$ cat src/rtl/group_serial_subtractor.sv
// group_serial_subtractor
//
// Multi-cycle unsigned subtractor: D = A - B - Bin (mod 2^WIDTH).
// The block processes GROUP bits per cycle, starting with the least significant group.
// Each group ripples the borrow through per-bit generate/propagate terms.
// A group-level skip passes the incoming borrow straight through when every bit propagates.
//
// Ports
//   clk        rising-edge clock
//   rst_n      asynchronous active-low reset
//   A, B, Bin  minuend, subtrahend, borrow-in; sampled on the input handshake
//   in_valid   operands valid
//   in_ready   block idle and able to accept operands
//   D          difference; held until overwritten by the next operation
//   Bout       borrow-out; 1 iff A < B + Bin
//   Zero       1 iff D == 0
//   out_valid  D/Bout/Zero valid
//   out_ready  sink accepts result
module group_serial_subtractor #(
    parameter int unsigned WIDTH = 16,
    parameter int unsigned GROUP = 4
) (
    input  logic           clk,
    input  logic           rst_n,
    input  logic [WIDTH:1] A,
    input  logic [WIDTH:1] B,
    input  logic           Bin,
    input  logic           in_valid,
    output logic           in_ready,
    output logic [WIDTH:1] D,
    output logic           Bout,
    output logic           Zero,
    output logic           out_valid,
    input  logic           out_ready
);

    localparam int unsigned NGROUPS = WIDTH / GROUP;
    localparam int unsigned GIDX_W  = (NGROUPS > 1) ? $clog2(NGROUPS) : 1;
    localparam logic [GIDX_W-1:0] LAST_GRP = GIDX_W'(NGROUPS - 1);

    if ((WIDTH % GROUP) != 0) begin : g_width_check
        $error("group_serial_subtractor: WIDTH must be a multiple of GROUP");
    end

    typedef enum logic [1:0] {
        IDLE = 2'd0,
        RUN  = 2'd1,
        DONE = 2'd2
    } state_t;

    state_t              state_q, state_d;
    logic [WIDTH-1:0]    a_q, a_d;
    logic [WIDTH-1:0]    b_q, b_d;
    logic [WIDTH-1:0]    d_q, d_d;
    logic                brw_q, brw_d;
    logic [GIDX_W-1:0]   grp_q, grp_d;
    logic                bout_q, bout_d;
    logic                zero_q, zero_d;

    // Current-group datapath
    logic [GROUP-1:0]    a_grp, b_grp;
    logic [GROUP-1:0]    gb, pb, diff;
    logic                ripple;
    logic                grp_bout;

    assign a_grp = a_q[grp_q*GROUP +: GROUP];
    assign b_grp = b_q[grp_q*GROUP +: GROUP];

    always_comb begin
        gb     = '0;
        pb     = '0;
        diff   = '0;
        ripple = brw_q;
        for (int unsigned i = 0; i < GROUP; i++) begin
            gb[i]   = ~a_grp[i] & b_grp[i];
            pb[i]   = ~(a_grp[i] ^ b_grp[i]);
            diff[i] = a_grp[i] ^ b_grp[i] ^ ripple;
            ripple  = gb[i] | (pb[i] & ripple);
        end
        // When every bit propagates, the group borrow-out equals its borrow-in.
        grp_bout = (&pb) ? brw_q : ripple;
    end

    always_comb begin
        state_d = state_q;
        a_d     = a_q;
        b_d     = b_q;
        d_d     = d_q;
        brw_d   = brw_q;
        grp_d   = grp_q;
        bout_d  = bout_q;
        zero_d  = zero_q;
        unique case (state_q)
            IDLE: begin
                if (in_valid) begin
                    a_d     = A;
                    b_d     = B;
                    brw_d   = Bin;
                    grp_d   = '0;
                    state_d = RUN;
                end
            end
            RUN: begin
                d_d[grp_q*GROUP +: GROUP] = diff;
                brw_d = grp_bout;
                if (grp_q == LAST_GRP) begin
                    state_d = DONE;
                    bout_d  = grp_bout;
                    // The flag uses the fully assembled difference, including the group just written.
                    zero_d  = (d_d == '0);
                end else begin
                    grp_d = grp_q + 1'b1;
                end
            end
            DONE: begin
                if (out_ready) begin
                    state_d = IDLE;
                end
            end
            default: state_d = IDLE;
        endcase
    end

    always_ff @(posedge clk or negedge rst_n) begin
        if (!rst_n) begin
            state_q <= IDLE;
            a_q     <= '0;
            b_q     <= '0;
            d_q     <= '0;
            brw_q   <= 1'b0;
            grp_q   <= '0;
            bout_q  <= 1'b0;
            zero_q  <= 1'b0;
        end else begin
            state_q <= state_d;
            a_q     <= a_d;
            b_q     <= b_d;
            d_q     <= d_d;
            brw_q   <= brw_d;
            grp_q   <= grp_d;
            bout_q  <= bout_d;
            zero_q  <= zero_d;
        end
    end

    assign in_ready  = (state_q == IDLE);
    assign out_valid = (state_q == DONE);
    assign D         = d_q;
    assign Bout      = bout_q;
    assign Zero      = zero_q;

endmodule
$ cat config.mk
export PLATFORM = sky130hd
export DESIGN_NAME = group_serial_subtractor
export DESIGN_NICKNAME = d
export VERILOG_FILES = /design/src/rtl/group_serial_subtractor.sv
export SDC_FILE = /design/constraint.sdc
export NUM_CORES = 1
export LEC_CHECK = 0
export ABC_AREA = 0
export CORE_MARGIN = 8
export CORE_UTILIZATION = 51
export DETAILED_ROUTE_END_ITERATION = 8
export PLACE_DENSITY = 0.85
export SKIP_CTS_REPAIR_TIMING = 1
export SYNTH_ARGS = -nofsm -noshare
export SYNTH_HDL_FRONTEND = slang
export SYNTH_SLANG_ARGS = --single-unit
$ cat constraint.sdc
create_clock -name clk -period 4.57 [get_ports clk]
set_input_delay 0.914 -clock clk [delete_from_list [all_inputs] [get_ports clk]]
set_output_delay 0.914 -clock clk [all_outputs]
set_load 0.05 [all_outputs]
# After elaboration in Yosys (flattened, before gate mapping)
# Cells that the tools add are included.
# word_totals
reg_bits	55
in_bits	37
output_inout_bits	20
word_cells	69
# op_classes
addsub	2
n_eq_ne	7
n_shift	4
mux	11
bitwise_logic	28
reduce_logical	9
# ops
op	n
negation 4 -> 34 bit	1
variable shift 4 x 34 -> 16 bit (first input constant)	1
variable part select 4 x 34 -> 16 bit	1
variable part select 16 x 5 -> 4 bit	2
bitwise mux 16 bit	1
zero test 16 bit	1
2-to-1 mux 2 bit	5
bitwise AND 1 bit	8
inverter 1 bit	8
XOR 1 bit	8
!= test 2 bit (second input constant)	3
one-hot mux 2 bit (3 select lines)	1
AND reduction 2 bit	3
AND reduction 3 bit	2
equality test 2 bit (second input constant)	2
bitwise OR 1 bit	4
one-hot mux 2 bit (2 select lines)	1
AND reduction 4 bit	1
adder 2 x 1 -> 2 bit (second input constant)	1
equality test 2 x 1 -> 1 bit (second input constant)	1
zero test 2 bit	1
2-to-1 mux 1 bit	2
!= test 2 x 1 -> 1 bit (second input constant)	1
one-hot mux 1 bit (2 select lines)	1
nonzero test 2 bit	1

# Longest topological paths before layout
# Gate-level depths: netlist of run 1.
# depth
word_depth	13
mapped_depth	14
depth_no_buf	12

# Worst setup path before layout of run 1
# OpenSTA, ideal clock, no wires.
# synth_path
kind	register -> register
startpoint	reg grp_q[0]
endpoint	reg zero_q, in the netlist Zero
setup_ps	92
arrival_ps	3672
required_ps	4478
path_slack_ps	807
stages_incl_launch_ff	14
path_buffers	2
synth_period_minus_slack_ps	3763
path_cell_list	dfrtp_1 buf_4 buf_2 mux4_2 fa_1 inv_1 fa_1 fa_1 inv_1 fa_1 nor2b_1 o2111ai_2 or4_4 o31ai_2
# synth_via
elab_chain_cells	13
elab_cells_between_ends	32
classes_between	1 x add/sub; 1 x eq/ne; 4 x shift; 1 x mux; 23 x bitwise; 2 x reduce/logical
# synth_lines
item	line_no	source
start, declared	56	logic [GIDX_W-1:0] grp_q, grp_d;
start signal, assigned	140	grp_q <= grp_d;
variable part select 16 x 5 -> 4 bit (on tied branches)	66, 67	
XOR 1 bit	76, 77	
inverter 1 bit	76	pb[i] = ~(a_grp[i] ^ b_grp[i]);
bitwise AND 1 bit	78	ripple = gb[i] | (pb[i] & ripple);
bitwise OR 1 bit	78	
bitwise AND 1 bit	78	
bitwise OR 1 bit	78	
bitwise AND 1 bit	78	
bitwise OR 1 bit	78	
XOR 1 bit	77	diff[i] = a_grp[i] ^ b_grp[i] ^ ripple;
variable part select 4 x 34 -> 16 bit	104	d_d[grp_q*GROUP +: GROUP] = diff;
bitwise mux 16 bit	104	
zero test 16 bit	110	zero_d = (d_d == '0);
end signal, assigned	142	zero_q <= zero_d;
end, declared	58	logic zero_q, zero_d;
# Parallel ways exist; a longest one is shown, timed or not.
# A chain may end at the register's enable or synchronous reset.

# Worst setup path in the final report of run 1
# Ends and elaborated chain as after synthesis.

==> reports/metrics.cfg, run 1 <==
[outcome]
status = finished clean

[critical_path]
worst-endpoint-arrival_ps = 4080
end_kind = flop
reg2reg_setup_slack_ps = 720
timing.critical_path.fanout_max = 8
worst_flop_to_flop_path_startpoint = grp_q[0]
critical_path_class = flop to flop
worst_r2r_endpoint = Zero
setup.worst_path.start_class = flop
worst_endpoint_required_time_ps = 4790
rr_worst_depth = 11

[clock_tree]
clock_path_buffers = 2
cts_tree = done
clk_pin_slew_worst_paths_ps = 100
insertion_delay_ps = 310
clkSinkCount = 55
clock_tree.root_cell = clkbuf_8
cts-htree-levels = 2
cts_inserted_buffers = 5

[finish]
register_area_um2 = 1380
areaGrowthSynthToFinish_pct = 25.6
post_route_cells_drive_above_1_share_pct = 22.0
multi_input_gate_area_in_the_final_layout_um2 = 1320
num_antenna_cells = 0
finalNetCount = 327
nFillCells = 427
fin_cells = 349

[floorplanning]
standard_cell_core_area_um2 = 5410
placementRows = 27
floorplan.die.width_um = 90.0
floorplan.die_area_um2 = 8100
floorplan.initialDensity_pct = 51.7
io-pin-count = 57
die_y_um = 90.0

[synth]
syn-mean-instance-area_um2 = 12.8
postSynth.asyncResetShare_pct = 100
yosysTopAreaCellShare_pct = 49.3
synth.net_count = 269
synth_seq_area_share_pct = 49.3
post-synth-top-area-cell = dfrtp_1
synth.top_cells.by_area = dfrtp_1, mux2_2, mux4_2
synth.lib_cells_used.distinct = 44
yosysWarnings = 0
ys_top_cells_by_count = dfrtp_1, mux2_2, nand2_1
syn-cell-area_um2 = 2790
synth_most_common_cell = dfrtp_1
ys.flop_type = dfrtp_1
number_of_instances_in_the_synthesized_netlist = 218
synth_edf_count = 0
ys_seq_elements = 55

[routing]
drc_marker_count_from_the_first_detailed_route_iteration = 75
finalWirelength_mm = 5.70
wl_per_cell_um = 16.3
ant_nets = 0
dr_vias = 1884
drtPass1Iterations = 4
drt_drc_violations_left = 0
vias_per_cell = 5.40

[place]
place_congestion = 0.866
dpl.cell_count = 341
portBuffers = 56
dpl.hpwl_mm = 4.49

[power]
p_seq_share_pct = 30.2
vdd_drop_max_uv = 422
swShare_pct = 45.4
finalPower_uw = 2940
total_switching_power_uw = 1340
power.density_cell_area_nw_per_um2 = 839
leakage_uw = 0.00149
portion_of_total_power_attributed_to_combinational_logic_pct = 60.5
clock_power_share_pct = 9.3
internal_power_uw = 1610

[min_path]
min-delay-path-class = flop to flop
timing.hold.worst.start = Bout
holdPathStages = 2
worst_hold_path.endpoint = Bout

[global_route]
grt_pass1_vias = 1991
first_pass_grt_wire_length_mm = 9.84
global_route.overflow_total = 0
grt_antenna_before_repair = 0
groute.usage.overall_pct = 14.6
largest_net_degree_at_the_start_of_global_routing = 56

[timing]
maxSlewHeadroom_pct = 55.8
setup-violations-final = 0
finalCriticalPeriod_ps = 3850
tns_ps = 0
fin_skew_ps = 13.4
worst_pin_slew_ps = 664
grt_setup_unrepaired = no
period_share_pct = 84.3
final_max_slew_viol_count = 0
fmax_ghz = 0.260
hold_violations = 0

[job]
max_cap_violations = 0

[layout by cell type, fill, tap and decap left out, types with 2 or more instances in the layout]
cell type,synthesis,routed
o21ai_0,13,13
nand3b_1,2,2
mux4_2,8,8
a211oi_1,3,3
a22o_1,7,7
nor4b_1,2,2
dfrtp_1,55,55
ha_1,10,10
clkbuf_8,0,5
and2b_1,2,2
clkdlybuf4s50_1,0,55
nor2_1,4,4
nor3_1,3,3
mux2_2,33,33
fa_1,4,4
inv_1,16,16
a21oi_1,2,2
nand2_1,19,19
nor2b_1,3,3
mux2i_1,2,2
buf_4,1,3
[cell families after synthesis]
family / count (synthesis) / synth area share, %
AO/OA/AOI/OAI: 33 / 8.42
adder cells (fa/ha/maj): 14 / 7.34
buffers and inverters: 24 / 3.85
flip-flops: 55 / 49.3
multiplexers: 44 / 20.9
AND/OR/NAND/NOR: 48 / 10.3
[how the worst max path moves through the flow]
stage	cells after the start	slack [ps]	to	startpoint
after detailed placement	11	690	Zero	grp_q[0]
after global routing	11	510	Zero	grp_q[0]
final	11	720	Zero	grp_q[0]
after global placement	11	840	Zero	grp_q[0]
after CTS	11	670	Zero	grp_q[0]
after floorplan	13	810	Zero	grp_q[0]
[sequential cells by signal (all words and copies together), names as in the netlist]
register	flops
b_q	16
a_q	16
Zero	1
grp_q	2
state_q	2
Bout	1
D	16
brw_q	1
[critical path: stages, from the launching register on]
cell	delay, ps
dfrtp_1	640
mux4_2	590
fa_1	380
inv_1	80
fa_1	180
fa_1	160
inv_1	50
fa_1	610
nor2b_1	190
o2111ai_2	110
or4_4	540
o31ai_2	240
[power groups by stage]
stage | registers (µW) | logic, µW | clock network, µW
floorplan | 1010 | 1170 | 0
global placement | 893 | 1740 | 0
global route | 927 | 1920 | 299
finish | 889 | 1780 | 273
CTS | 896 | 1790 | 274
detailed placement | 906 | 1790 | 0
[through the flow]
step                util, %  cell area (µm²)  hold WS (ps)  worst slack [ps]
floorplan                 -             2790           475               807
global placement       63.3             3420           478               836
detailed placement     63.3             3420           483               690
CTS                    64.9             3510           505               670
global route           64.9             3510           522               511
finish                 64.9             3510           505               719
[layout make-up]
cell class,instances,area share [%]
clock buffer,6,2.07
sequential,55,39.2
multi-input combinational,139,37.5
tap,72,2.57
timing repair buffer,59,16.5
clock inverter,2,0.463
inverter,16,1.71
[metal layers]
layer | GRT usage (%) | vias up | routed length (µm)
met5 | 0 | - | 0
met4 | 4.30 | 0 | 101
met2 | 23.8 | 53 | 2720
met1 | 17.6 | 932 | 2510
li1 | - | 889 | -
met3 | 5.40 | 10 | 370
Power figures use the tool's default switching activity.
==> run 2: changes to the inputs <==
--- a/config.mk
+++ b/config.mk
@@ -7,9 +7,9 @@
 export LEC_CHECK = 0
 export ABC_AREA = 0
 export CORE_MARGIN = 8
-export CORE_UTILIZATION = 51
+export CORE_UTILIZATION = 46
 export DETAILED_ROUTE_END_ITERATION = 8
-export PLACE_DENSITY = 0.85
+export PLACE_DENSITY = 0.82
 export SKIP_CTS_REPAIR_TIMING = 1
 export SYNTH_ARGS = -nofsm -noshare
 export SYNTH_HDL_FRONTEND = slang
==> constraint.sdc (replaced) <==
create_clock -name clk -period 3.5 [get_ports clk]
set_input_delay 0.7 -clock clk [delete_from_list [all_inputs] [get_ports clk]]
set_output_delay 0.7 -clock clk [all_outputs]
set_load 0.05 [all_outputs]
==> reports/metrics.cfg, run 2 (same netlist as run 1, synthesis figures left out) <==
[floorplanning]
placementRows = 28
standard_cell_core_area_um2 = 5890
floorplan.die.width_um = 93.9
floorplan.initialDensity_pct = 47.5
io-pin-count = 57
floorplan.die_area_um2 = 8820
die_y_um = 93.9

[critical_path]
timing.critical_path.fanout_max = 4
crit_buf_inv = 2
path_cells = mux4_2 -> fa_2 -> inv_2 -> fa_2 -> fa_1 -> inv_1 -> fa_1 -> nor2b_4 -> o2111ai_2 -> or4_4 -> o31ai_4
end_kind = flop
worst-endpoint-arrival_ps = 3640
critical_path_class = flop to flop
critical_path.max_stage_delay_ps = 550
crit_family = adder cells
setup.worst_path.start_class = flop
worst_endpoint_required_time_ps = 3730
slowest_cell_on_the_critical_path = mux4_2

[timing]
grt_setup_unrepaired = yes
fmax_ghz = 0.294
worst_pin_slew_ps = 836
setup-violations-final = 0
finalCriticalPeriod_ps = 3400
period_share_pct = 97.2
final_max_slew_viol_count = 0
fin_skew_ps = 12.9
maxSlewHeadroom_pct = 44.3
hold_violations = 0
hold_slack_ps = 473

[routing]
vias_per_cell = 5.38
drtPass1Iterations = 4
drc_marker_count_from_the_first_detailed_route_iteration = 89
ant_nets = 0
dr_vias = 1925
finalWirelength_mm = 6.19
wl_per_cell_um = 17.3
drt_drc_violations_left = 0

[finish]
finalNetCount = 333
post_route_cells_drive_above_1_share_pct = 26.1
areaGrowthSynthToFinish_pct = 28.5
nFillCells = 485
utilization_pct = 61.0
num_antenna_cells = 0
mostFrequentLayoutCell = clkdlybuf4s50_1
layout.cells.most_common_list = clkdlybuf4s50_1, dfrtp_1, mux2_2

[clock_tree]
clk_pin_slew_worst_paths_ps = 110
clkSinkCount = 55
clock_path_buffers = 2
insertion_delay_ps = 310
clock_tree.root_cell = clkbuf_8
cts_inserted_buffers = 5
cts-htree-levels = 2
cts_tree = done

[global_route]
grt_antenna_before_repair = 0
global_route.overflow_total = 0
largest_net_degree_at_the_start_of_global_routing = 39
first_pass_grt_wire_length_mm = 10.1
groute.usage.overall_pct = 14.5
grt_pass1_vias = 2075

[place]
dpl.hpwl_mm = 4.85
place_congestion = 0.892
portBuffers = 56

[min_path]
min-delay-path-class = input pin to asynchronous set/reset pin

[job]
max_cap_violations = 0

[outcome]
status = finished clean

==> run 2: cell types whose count changed in the layout (fill, tap and decap cells not counted), moves of 2 or more <==
cell / change
buf_4: +5
fa_1: -2
fa_2: +2
inv_1: -2
inv_2: +2
==> run 2: path summary, 6_finish.rpt <==
path	depth (start not counted)	end	start	slack, ps
min in group clk	2	Bout	Bout	490
min reg2reg	2	Bout	Bout	490
max in group asynchronous	2	b_q[5]	rst_n	2270
max	11	Zero	grp_q[0]	100
max reg2reg	11	Zero	grp_q[0]	100
min	1	D[14]	rst_n	470
==> run 2: cell type report <==
class	count	area, µm²	area share (%)
timing repair buffer	65	627	17.5
clock buffer	6	72.6	2.02
tap	75	93.8	2.61
inverter	16	60.1	1.67
clock inverter	2	16.3	0.453
sequential	55	1380	38.4
multi-input combinational	139	1340	37.4
==> run 2: routing by layer <==
layer / wire [µm] / global-route usage [%] / up-vias
met5: 0 / 0 / -
met4: 44 / 3.57 / 0
met3: 389 / 4.16 / 7
met2: 3080 / 24.4 / 66
met1: 2680 / 17.8 / 942
li1: - / - / 910
==> run 2: worst register-to-register path, cell delays in order (launching register included) <==
cell,delay [ps]
dfrtp_2,420
mux4_2,550
fa_2,380
inv_2,60
fa_2,180
fa_1,170
inv_1,50
fa_1,530
nor2b_4,160
o2111ai_2,100
or4_4,530
o31ai_4,190
==> run 2: metrics by stage <==
| step | TNS (ps) | cells | worst slack (ps) | area [µm²] |
|---|---|---|---|---|
| 6_report | 0 | 358 | 97.1 | 3590 |
| 4_1_cts | 0 | 356 | 0.0435 | 3560 |
| 5_1_grt | -38.5 | 358 | -38.5 | 3590 |
| 2_1_floorplan | -79.7 | 218 | -79.7 | 2820 |
| 3_3_place_gp | 0 | 348 | 131 | 3470 |
| 3_5_place_dp | 0 | 348 | 9.03 | 3470 |
Power of run 2 is left out: the tool's default activity adds up to more than one toggle a clock period on the data nets, which glitch-free logic cannot reach.
==> run 3: changes to the inputs <==
--- a/config.mk
+++ b/config.mk
@@ -9,6 +9,7 @@
 export CORE_MARGIN = 8
 export CORE_UTILIZATION = 46
 export DETAILED_ROUTE_END_ITERATION = 8
+export MAX_ROUTING_LAYER = met4
 export PLACE_DENSITY = 0.82
 export SKIP_CTS_REPAIR_TIMING = 1
 export SYNTH_ARGS = -nofsm -noshare
==> constraint.sdc (replaced) <==
create_clock -name clk -period 3.03 [get_ports clk]
set_input_delay 0.606 -clock clk [delete_from_list [all_inputs] [get_ports clk]]
set_output_delay 0.606 -clock clk [all_outputs]
set_load 0.05 [all_outputs]
==> reports/metrics.cfg, run 3 (same netlist as run 1, synthesis figures left out) <==
[timing]
finalCriticalPeriod_ps = 3390
setup-violations-final = 2
grt_setup_unrepaired = yes
fin_skew_ps = 12.5
worst_pin_slew_ps = 805
fmax_ghz = 0.295
hold_violations = 0
maxSlewHeadroom_pct = 46.4
post-route-worst-setup-slack_ps = -359
period_share_pct = 112
final_max_slew_viol_count = 0

[routing]
vias_per_cell = 5.43
ant_nets = 0
wl_per_cell_um = 16.9
dr_vias = 1966
finalWirelength_mm = 6.12
drtPass1Iterations = 4
drc_marker_count_from_the_first_detailed_route_iteration = 88
drt_drc_violations_left = 0

[outcome]
failed_checks = negative setup slack
status = finished with violations

[critical_path]
worst-endpoint-arrival_ps = 3620
setup.worst_path.start_class = flop
critical_path_class = flop to flop
worst_endpoint_required_time_ps = 3270
end_kind = flop
timing.critical_path.fanout_max = 4

[global_route]
grt_pass1_vias = 2125
groute.usage.overall_pct = 15.0
global_route.overflow_total = 0
first_pass_grt_wire_length_mm = 10.1
grt_antenna_before_repair = 0
largest_net_degree_at_the_start_of_global_routing = 38

[finish]
nFillCells = 485
num_antenna_cells = 0
layout.cells.most_common_list = clkdlybuf4s50_1, dfrtp_1, mux2_2
multi_input_gate_area_in_the_final_layout_um2 = 1350
utilization_pct = 61.6
post_route_cells_drive_above_1_share_pct = 28.2
finalNetCount = 337
register_area_um2 = 1380
areaGrowthSynthToFinish_pct = 29.9
mostFrequentLayoutCell = clkdlybuf4s50_1

[clock_tree]
insertion_delay_ps = 320
clkSinkCount = 55
clock_tree.root_cell = clkbuf_8
cts-htree-levels = 2
cts_inserted_buffers = 5
cts_tree = done
clock_path_buffers = 2
clk_pin_slew_worst_paths_ps = 110

[place]
portBuffers = 56
dpl.hpwl_mm = 4.75
place_congestion = 0.914

[job]
max_cap_violations = 0

[floorplanning]
placementRows = 28
standard_cell_core_area_um2 = 5890
floorplan.die_area_um2 = 8820
io-pin-count = 57
die_y_um = 93.9
floorplan.die.width_um = 93.9
floorplan.initialDensity_pct = 47.5

[min_path]
min-delay-path-class = input pin to asynchronous set/reset pin

-- run 3: cell types whose count changed in the layout (fill, tap and decap cells not counted), sizes merged --
cell | previous run | this run
clkbuf | 6 | 5
buf | 10 | 14
clkinv | 0 | 2
inv | 17 | 16
-- run 3: stage by stage --
step                setup WS [ps]  area [µm²]  cells  hold slack (ps)  TNS (ps)
floorplan                    -550        2820    218              310      -828
global placement             -299        3490    351              479      -512
detailed placement           -404        3490    351              491      -773
CTS                          -427        3580    359              387      -799
global route                 -433        3630    362              429      -800
finish                       -359        3630    362              364      -581
-- run 3: metal layers --
layer	track usage [%]	part of all wire (%)	vias up
met2	23.5	48	68
met5	-	0	-
met1	18.1	44	977
met3	4.00	6.2	10
li1	-	-	911
met4	5.42	1.8	0
-- run 3: layout make-up --
type                    instances  share of cell area (%)
clock buffers                   5                    1.90
clock inverters                 3                   0.690
inverters                      16                    1.66
multi-input cells             139                    37.1
flip-flops and latches         55                    38.0
well taps                      75                    2.59
repair buffers                 69                    18.1
-- run 3: worst paths after layout --
check / from / endpoint / slack [ps] / cells after the start
min: rst_n / Bout / 360 / 1
max reg2reg: grp_q[0] / Zero / -360 / 11
max in group asynchronous: rst_n / D[3] / 2010 / 2
max: grp_q[0] / Zero / -360 / 11
min in group clk: a_q[13] / a_q[13] / 520 / 1
min reg2reg: a_q[13] / a_q[13] / 520 / 1
-- run 3: worst max-delay path: stages (launching register included) --
cell and delay [ps]:
dfrtp_2 430, mux4_2 540, fa_2 350, inv_2 70
fa_2 190, fa_2 190, inv_2 40, fa_1 540
nor2b_4 160, o2111ai_2 110, or4_4 510, o31ai_2 170
Power of run 3 is left out for the same reason.
